[src/rtl/seq_pkg.sv]
// Shared types for the channel sequencer: default widths, the waveform entry
// layout and the sequencer FSM states.
package seq_pkg;

  localparam int SEQ_DEPTH = 64;
  localparam int SEQ_VAL_W = 16;
  localparam int SEQ_DUR_W = 16;

  // Host entry layout: value in the upper bits, hold duration in the lower bits.
  typedef struct packed {
    logic [SEQ_VAL_W-1:0] value;
    logic [SEQ_DUR_W-1:0] duration;
  } seq_entry_t;

  typedef enum logic [1:0] {
    LOAD  = 2'd0,
    ARMED = 2'd1,
    PLAY  = 2'd2
  } seq_state_t;

endpackage

[src/rtl/sync_fifo.sv]
// Single-clock first-word-fall-through FIFO. Pointers carry one extra wrap bit
// so that full and empty can be told apart when the index bits match.
module sync_fifo #(
  parameter int DEPTH = 64,
  parameter int WIDTH = 32
) (
  input  logic             i_clk,
  input  logic             i_rst,
  input  logic             push_i,
  input  logic             pop_i,
  input  logic             flush_i,
  input  logic [WIDTH-1:0] data_i,
  output logic [WIDTH-1:0] head_o,
  output logic             full_o,
  output logic             empty_o
);

  localparam int AW = $clog2(DEPTH);

  logic [WIDTH-1:0] mem_q [DEPTH];
  logic [AW:0]      wr_ptr_q, wr_ptr_d;
  logic [AW:0]      rd_ptr_q, rd_ptr_d;
  logic             do_push;
  logic             do_pop;

  assign empty_o = (wr_ptr_q == rd_ptr_q);
  assign full_o  = (wr_ptr_q[AW] != rd_ptr_q[AW]) &&
                   (wr_ptr_q[AW-1:0] == rd_ptr_q[AW-1:0]);
  assign head_o  = mem_q[rd_ptr_q[AW-1:0]];

  // Pushes into a full FIFO and pops from an empty one are dropped.
  assign do_push = push_i && !full_o && !flush_i;
  assign do_pop  = pop_i && !empty_o && !flush_i;

  always_comb begin
    wr_ptr_d = wr_ptr_q;
    rd_ptr_d = rd_ptr_q;
    if (flush_i) begin
      wr_ptr_d = '0;
      rd_ptr_d = '0;
    end else begin
      if (do_push) wr_ptr_d = wr_ptr_q + 1'b1;
      if (do_pop)  rd_ptr_d = rd_ptr_q + 1'b1;
    end
  end

  always_ff @(posedge i_clk) begin
    if (i_rst) begin
      wr_ptr_q <= '0;
      rd_ptr_q <= '0;
    end else begin
      wr_ptr_q <= wr_ptr_d;
      rd_ptr_q <= rd_ptr_d;
    end
  end

  always_ff @(posedge i_clk) begin
    if (do_push) mem_q[wr_ptr_q[AW-1:0]] <= data_i;
  end

endmodule

[src/rtl/channel_sequencer.sv]
// Per-channel waveform player: buffers a host-loaded list of value/duration
// entries, arms, and on the launcher's start pulse plays them as a held level.
module channel_sequencer
  import seq_pkg::*;
#(
  parameter int DEPTH = SEQ_DEPTH,
  parameter int VAL_W = SEQ_VAL_W,
  parameter int DUR_W = SEQ_DUR_W
) (
  input  logic                   i_clk,
  input  logic                   i_rst,
  input  logic                   i_wr_valid,
  input  logic [VAL_W+DUR_W-1:0] i_wr_data,
  input  logic                   i_wr_last,
  output logic                   o_wr_ready,
  input  logic                   i_start,
  input  logic                   i_abort,
  output logic                   o_armed,
  output logic [VAL_W-1:0]       o_value,
  output logic                   o_busy,
  output logic                   o_done,
  output logic                   o_error
);

  localparam int W = VAL_W + DUR_W;

  // Write channel: an entry transfers on any edge where i_wr_valid && o_wr_ready.
  // o_wr_ready depends only on registered state, never on i_wr_valid.

  seq_state_t       state_q, state_d;
  logic [DUR_W-1:0] cnt_q, cnt_d;
  logic [VAL_W-1:0] value_q, value_d;
  logic             armed_q, armed_d;
  logic             busy_q, busy_d;
  logic             done_q, done_d;
  logic             error_q, error_d;

  logic             fifo_pop;
  logic             fifo_full;
  logic             fifo_empty;
  logic [W-1:0]     fifo_head;
  logic             wr_ready;
  logic             wr_fire;
  logic [VAL_W-1:0] head_value;
  logic [DUR_W-1:0] head_dur;

  assign wr_ready   = (state_q == LOAD) && !fifo_full;
  assign wr_fire    = i_wr_valid && wr_ready;
  assign head_value = fifo_head[W-1:DUR_W];
  assign head_dur   = fifo_head[DUR_W-1:0];

  sync_fifo #(
    .DEPTH (DEPTH),
    .WIDTH (W)
  ) u_fifo (
    .i_clk   (i_clk),
    .i_rst   (i_rst),
    .push_i  (wr_fire),
    .pop_i   (fifo_pop),
    .flush_i (i_abort),
    .data_i  (i_wr_data),
    .head_o  (fifo_head),
    .full_o  (fifo_full),
    .empty_o (fifo_empty)
  );

  always_comb begin
    state_d  = state_q;
    cnt_d    = cnt_q;
    value_d  = value_q;
    armed_d  = armed_q;
    busy_d   = busy_q;
    done_d   = 1'b0;
    error_d  = error_q;
    fifo_pop = 1'b0;
    if (i_abort) begin
      state_d = LOAD;
      cnt_d   = '0;
      armed_d = 1'b0;
      busy_d  = 1'b0;
      error_d = 1'b0;
    end else begin
      if (i_start && (state_q != ARMED)) error_d = 1'b1;
      case (state_q)
        LOAD: begin
          // A full buffer with no last entry can never arm; flag it and wait for abort.
          if (fifo_full) error_d = 1'b1;
          if (wr_fire && i_wr_last) begin
            state_d = ARMED;
            armed_d = 1'b1;
          end
        end
        ARMED: begin
          if (i_start) begin
            state_d  = PLAY;
            value_d  = head_value;
            cnt_d    = head_dur;
            fifo_pop = 1'b1;
            armed_d  = 1'b0;
            busy_d   = 1'b1;
          end
        end
        PLAY: begin
          if (cnt_q == '0) begin
            if (!fifo_empty) begin
              value_d  = head_value;
              cnt_d    = head_dur;
              fifo_pop = 1'b1;
            end else begin
              state_d = LOAD;
              busy_d  = 1'b0;
              done_d  = 1'b1;
            end
          end else begin
            cnt_d = cnt_q - 1'b1;
          end
        end
        default: state_d = LOAD;
      endcase
    end
  end

  always_ff @(posedge i_clk) begin
    if (i_rst) begin
      state_q <= LOAD;
      cnt_q   <= '0;
      value_q <= '0;
      armed_q <= 1'b0;
      busy_q  <= 1'b0;
      done_q  <= 1'b0;
      error_q <= 1'b0;
    end else begin
      state_q <= state_d;
      cnt_q   <= cnt_d;
      value_q <= value_d;
      armed_q <= armed_d;
      busy_q  <= busy_d;
      done_q  <= done_d;
      error_q <= error_d;
    end
  end

  assign o_wr_ready = wr_ready;
  assign o_armed    = armed_q;
  assign o_value    = value_q;
  assign o_busy     = busy_q;
  assign o_done     = done_q;
  assign o_error    = error_q;

endmodule
[config.mk]
export PLATFORM = sky130hd
export DESIGN_NAME = channel_sequencer
export DESIGN_NICKNAME = d
export VERILOG_FILES = /design/src/rtl/seq_pkg.sv /design/src/rtl/sync_fifo.sv /design/src/rtl/channel_sequencer.sv
export SDC_FILE = /design/constraint.sdc
export NUM_CORES = 2
export LEC_CHECK = 0
export CAP_MARGIN = 20
export CORE_UTILIZATION = 63
export CTS_CLUSTER_SIZE = 12
export DETAILED_ROUTE_END_ITERATION = 12
export PLACE_DENSITY = 0.8
export SETUP_SLACK_MARGIN = 0.3
export SYNTH_ARGS = -nofsm -noshare
export SYNTH_HDL_FRONTEND = slang
export SYNTH_SLANG_ARGS = --single-unit
[constraint.sdc]
create_clock -name i_clk -period 4.78 [get_ports i_clk]
set_input_delay 0.478 -clock i_clk [delete_from_list [all_inputs] [get_ports i_clk]]
set_output_delay 0.478 -clock i_clk [all_outputs]
set_load 0.1 [all_outputs]
==> flow_metrics.py <==
metrics = {
    "finish": {
        "finalInstanceArea_um2": 90400,
        "mostFrequentLayoutCell": "edfxtp_1",
        "layout-drive-gt1-share_pct": 26.2,
        "syn_to_final_growth_pct": 12.5,
        "nets": 3939,
        "layout_common_cells": "edfxtp_1, mux4_2, clkbuf_16",
    },
    "pwr": {
        "ir_worst_vdd_uv": 457,
        "sequentialPowerShare_pct": 56.5,
        "p_clk_share_pct": 41.9,
        "power_switching_uw": 7300,
        "p_comb_share_pct": 1.6,
        "p_per_area_nw_per_um2": 397,
        "internal_power_uw": 28600,
        "p_sw_share_pct": 20.3,
        "p_leak_uw": 0.0275,
    },
    "placed_design": {
        "gp_congestion": 0.990,
        "pre_cts_ws_ns": 0.747,
        "placed_area_um2": 83900,
        "place_hpwl_um": 111000,
        "portBuffers": 58,
    },
    "sta": {
        "final_max_slew_viol_count": 0,
        "worstMarginPinSlew_ns": 1.22,
        "period_minus_slack_ns": 4.13,
        "hold_viol": 0,
        "fin_tns_setup_ns": 0,
        "fmax_mhz": 242,
        "rsz0062_at_grt": "false",
        "slew_headroom_pct": 18.6,
        "skew_ns": 0.0307,
        "setup_viol": 0,
        "fin_ws_ns": 0.653,
        "period_share_pct": 86.3,
    },
    "routing": {
        "drt_iter0_drc": 7350,
        "ant_nets": 0,
        "firstDrtPassIters": 8,
        "num_vias": 42500,
        "drt_wl_total_um": 220000,
        "avgViaCountPerCell": 7.48,
        "wire_per_inst_um": 38.8,
        "drcViolationCount": 0,
    },
    "floorplanning": {
        "dieArea_um2": 129000,
        "row_count": 130,
        "dieWidth_um": 359,
        "die_h_um": 359,
        "start_util_pct": 63.8,
        "core_um2": 126000,
        "ios": 59,
    },
    "cts": {
        "clock_latency_ns": 0.84,
        "cts_root_buf": "clkbuf_16",
        "numCtsBuffers": 204,
        "clk_pin_slew_worst_paths_ns": 0.06,
        "numClockSinks": 2106,
        "tritoncts": "built",
        "cts_setup_buffers": 0,
        "h-tree-depth": 4,
        "clk_path_buf_depth": 3,
    },
    "min_path": {
        "hp-start": "i_wr_data[25]",
        "min_path_type": "primary input to register",
    },
    "yosys": {
        "synthFlopType": "edfxtp_1",
        "synth_fp_nets": 3700,
        "yosys_warnings": 0,
        "syn_area_per_cell_um2": 22.0,
        "syn-cell-area_um2": 80400,
        "ys_ff_latch": 2106,
        "yosys.area.top_type": "edfxtp_1",
        "netlist_instances": 3653,
        "synth_async_sr_flop_share_pct": 0,
        "synth_edf_count": 2048,
        "synth_cell_types": 74,
        "synthTopCellsByArea": "edfxtp_1, mux4_2, dfxtp_1",
        "yosysSeqAreaShare_pct": 77.9,
        "synth_top_area_share_pct": 76.5,
    },
    "worst_setup_path": {
        "arrival_ns": 4.80,
        "crit_end": "cnt_q[7]",
        "reg2reg_to": "cnt_q[7]",
        "crit_type": "register to register",
        "r2r_setup_slack_ns": 0.65,
        "cp-end-kind": "register",
        "cp-start-kind": "register",
        "crit_required_ns": 5.46,
        "cp_max_fo": 34,
        "r2r.worst_path.cells": 7,
    },
    "run": {
        "drv_cap": 0,
    },
    "grt": {
        "grt_max_degree": 78,
        "grt_pass1_wl_um": 309000,
        "antenna_found_initial": 16,
        "grt-ovfl-total": 0,
        "grt_usage_pct": 34.4,
        "grt_pass1_vias": 42700,
    },
    "outcome": {
        "status": "complete, no violations",
    },
}
Yosys cell counts (39+ instances only):
cell         n
a21oi_1     39
a221oi_1    85
a22o_1      82
a22oi_1     51
buf_2       77
clkbuf_1   105
dfxtp_1     58
edfxtp_1  2048
mux2i_1     66
mux4_2     495
nand2_1     79
nor2_1     121
o21ai_0     40
o22ai_1     46
registers in the layout (all words and copies together), names as in the netlist, named ones only:
name             count
cnt_q               16
u_fifo.rd_ptr_q      7
u_fifo.mem_q      2048
o_busy               1
o_value             16
state_q              2
o_error              1
o_done               1
u_fifo.wr_ptr_q      7
o_armed              1
power groups by stage:
| stage | logic (µW) | clock network, µW | registers [µW] |
|---|---|---|---|
| after floorplan | 111 | 0 | 20700 |
| after global placement | 473 | 0 | 20700 |
| after detailed placement | 499 | 0 | 20700 |
| after CTS | 505 | 15100 | 20300 |
| after global routing | 596 | 15800 | 20300 |
| final | 580 | 15100 | 20300 |
through the flow:
stage	cells	util [%]	total power [µW]	hold WS, ns
2_1_floorplan	3653	-	20800	0.457
3_3_place_gp	5307	66.6	21200	0.471
3_5_place_dp	5307	66.6	21200	0.472
4_1_cts	5647	71.3	35900	0.295
5_1_grt	5680	71.7	36600	0.00309
6_report	5683	71.7	35900	0.0221
cell type report:
type	count	area (µm²)
flip-flops and latches	2106	62700
fillers	6657	35600
multi-input cells	1325	17300
clock buffers	300	5560
repair buffers	246	2400
well taps	1650	2060
clock inverters	40	405
inverters	9	33.8
diodes	7	17.5
repair_timing:
item / CTS / global route
endpoints found under the hold margin: 0 / 20
hold buffers: 0 / 3
resized for setup: 0 / 0
per-layer routing:
metal | global-route usage [%] | routed length (µm) | share of wire [%] | up-vias
li1 | - | - | - | 16000
met4 | 18.2 | 12500 | 5.7 | 16
met3 | 8.54 | 28900 | 13 | 763
met1 | 45.0 | 72700 | 33 | 21800
met5 | 0 | 108 | 0.049 | -
met2 | 54.1 | 106000 | 48 | 3908
logic make-up (layout without fill, tap and decap cells):
group | Yosys count | after routing | share of synthesized area (%)
AND/OR/NAND/NOR | 321 | 321 | 1.89
other | 0 | 7 | 0
buffers and inverters | 222 | 595 | 1.22
XOR/XNOR | 18 | 18 | 0.196
adder cells (fa/ha/maj) | 9 | 9 | 0.140
multiplexers | 568 | 568 | 14.8
AO/OA/AOI/OAI | 409 | 409 | 3.84
flip-flops | 2106 | 2106 | 77.9
critical path: stages, from the launching register on:
cell	delay (ns)
dfxtp_4	0.97
buf_4	0.63
mux4_2	0.59
a22o_1	0.21
a221oi_1	0.35
o22ai_1	0.28
nor3_1	0.75
o22ai_1	0.17
how the worst min path moves through the flow:
stage | endpoint | depth (start not counted)
floorplan | cnt_q[4] | 2
CTS | u_fifo.mem_q[12][2] | 2
detailed placement | o_value[2] | 2
global route | u_fifo.mem_q[39][25] | 1
finish | u_fifo.mem_q[39][25] | 1
global placement | o_value[0] | 2
Power figures use the tool's default switching activity.
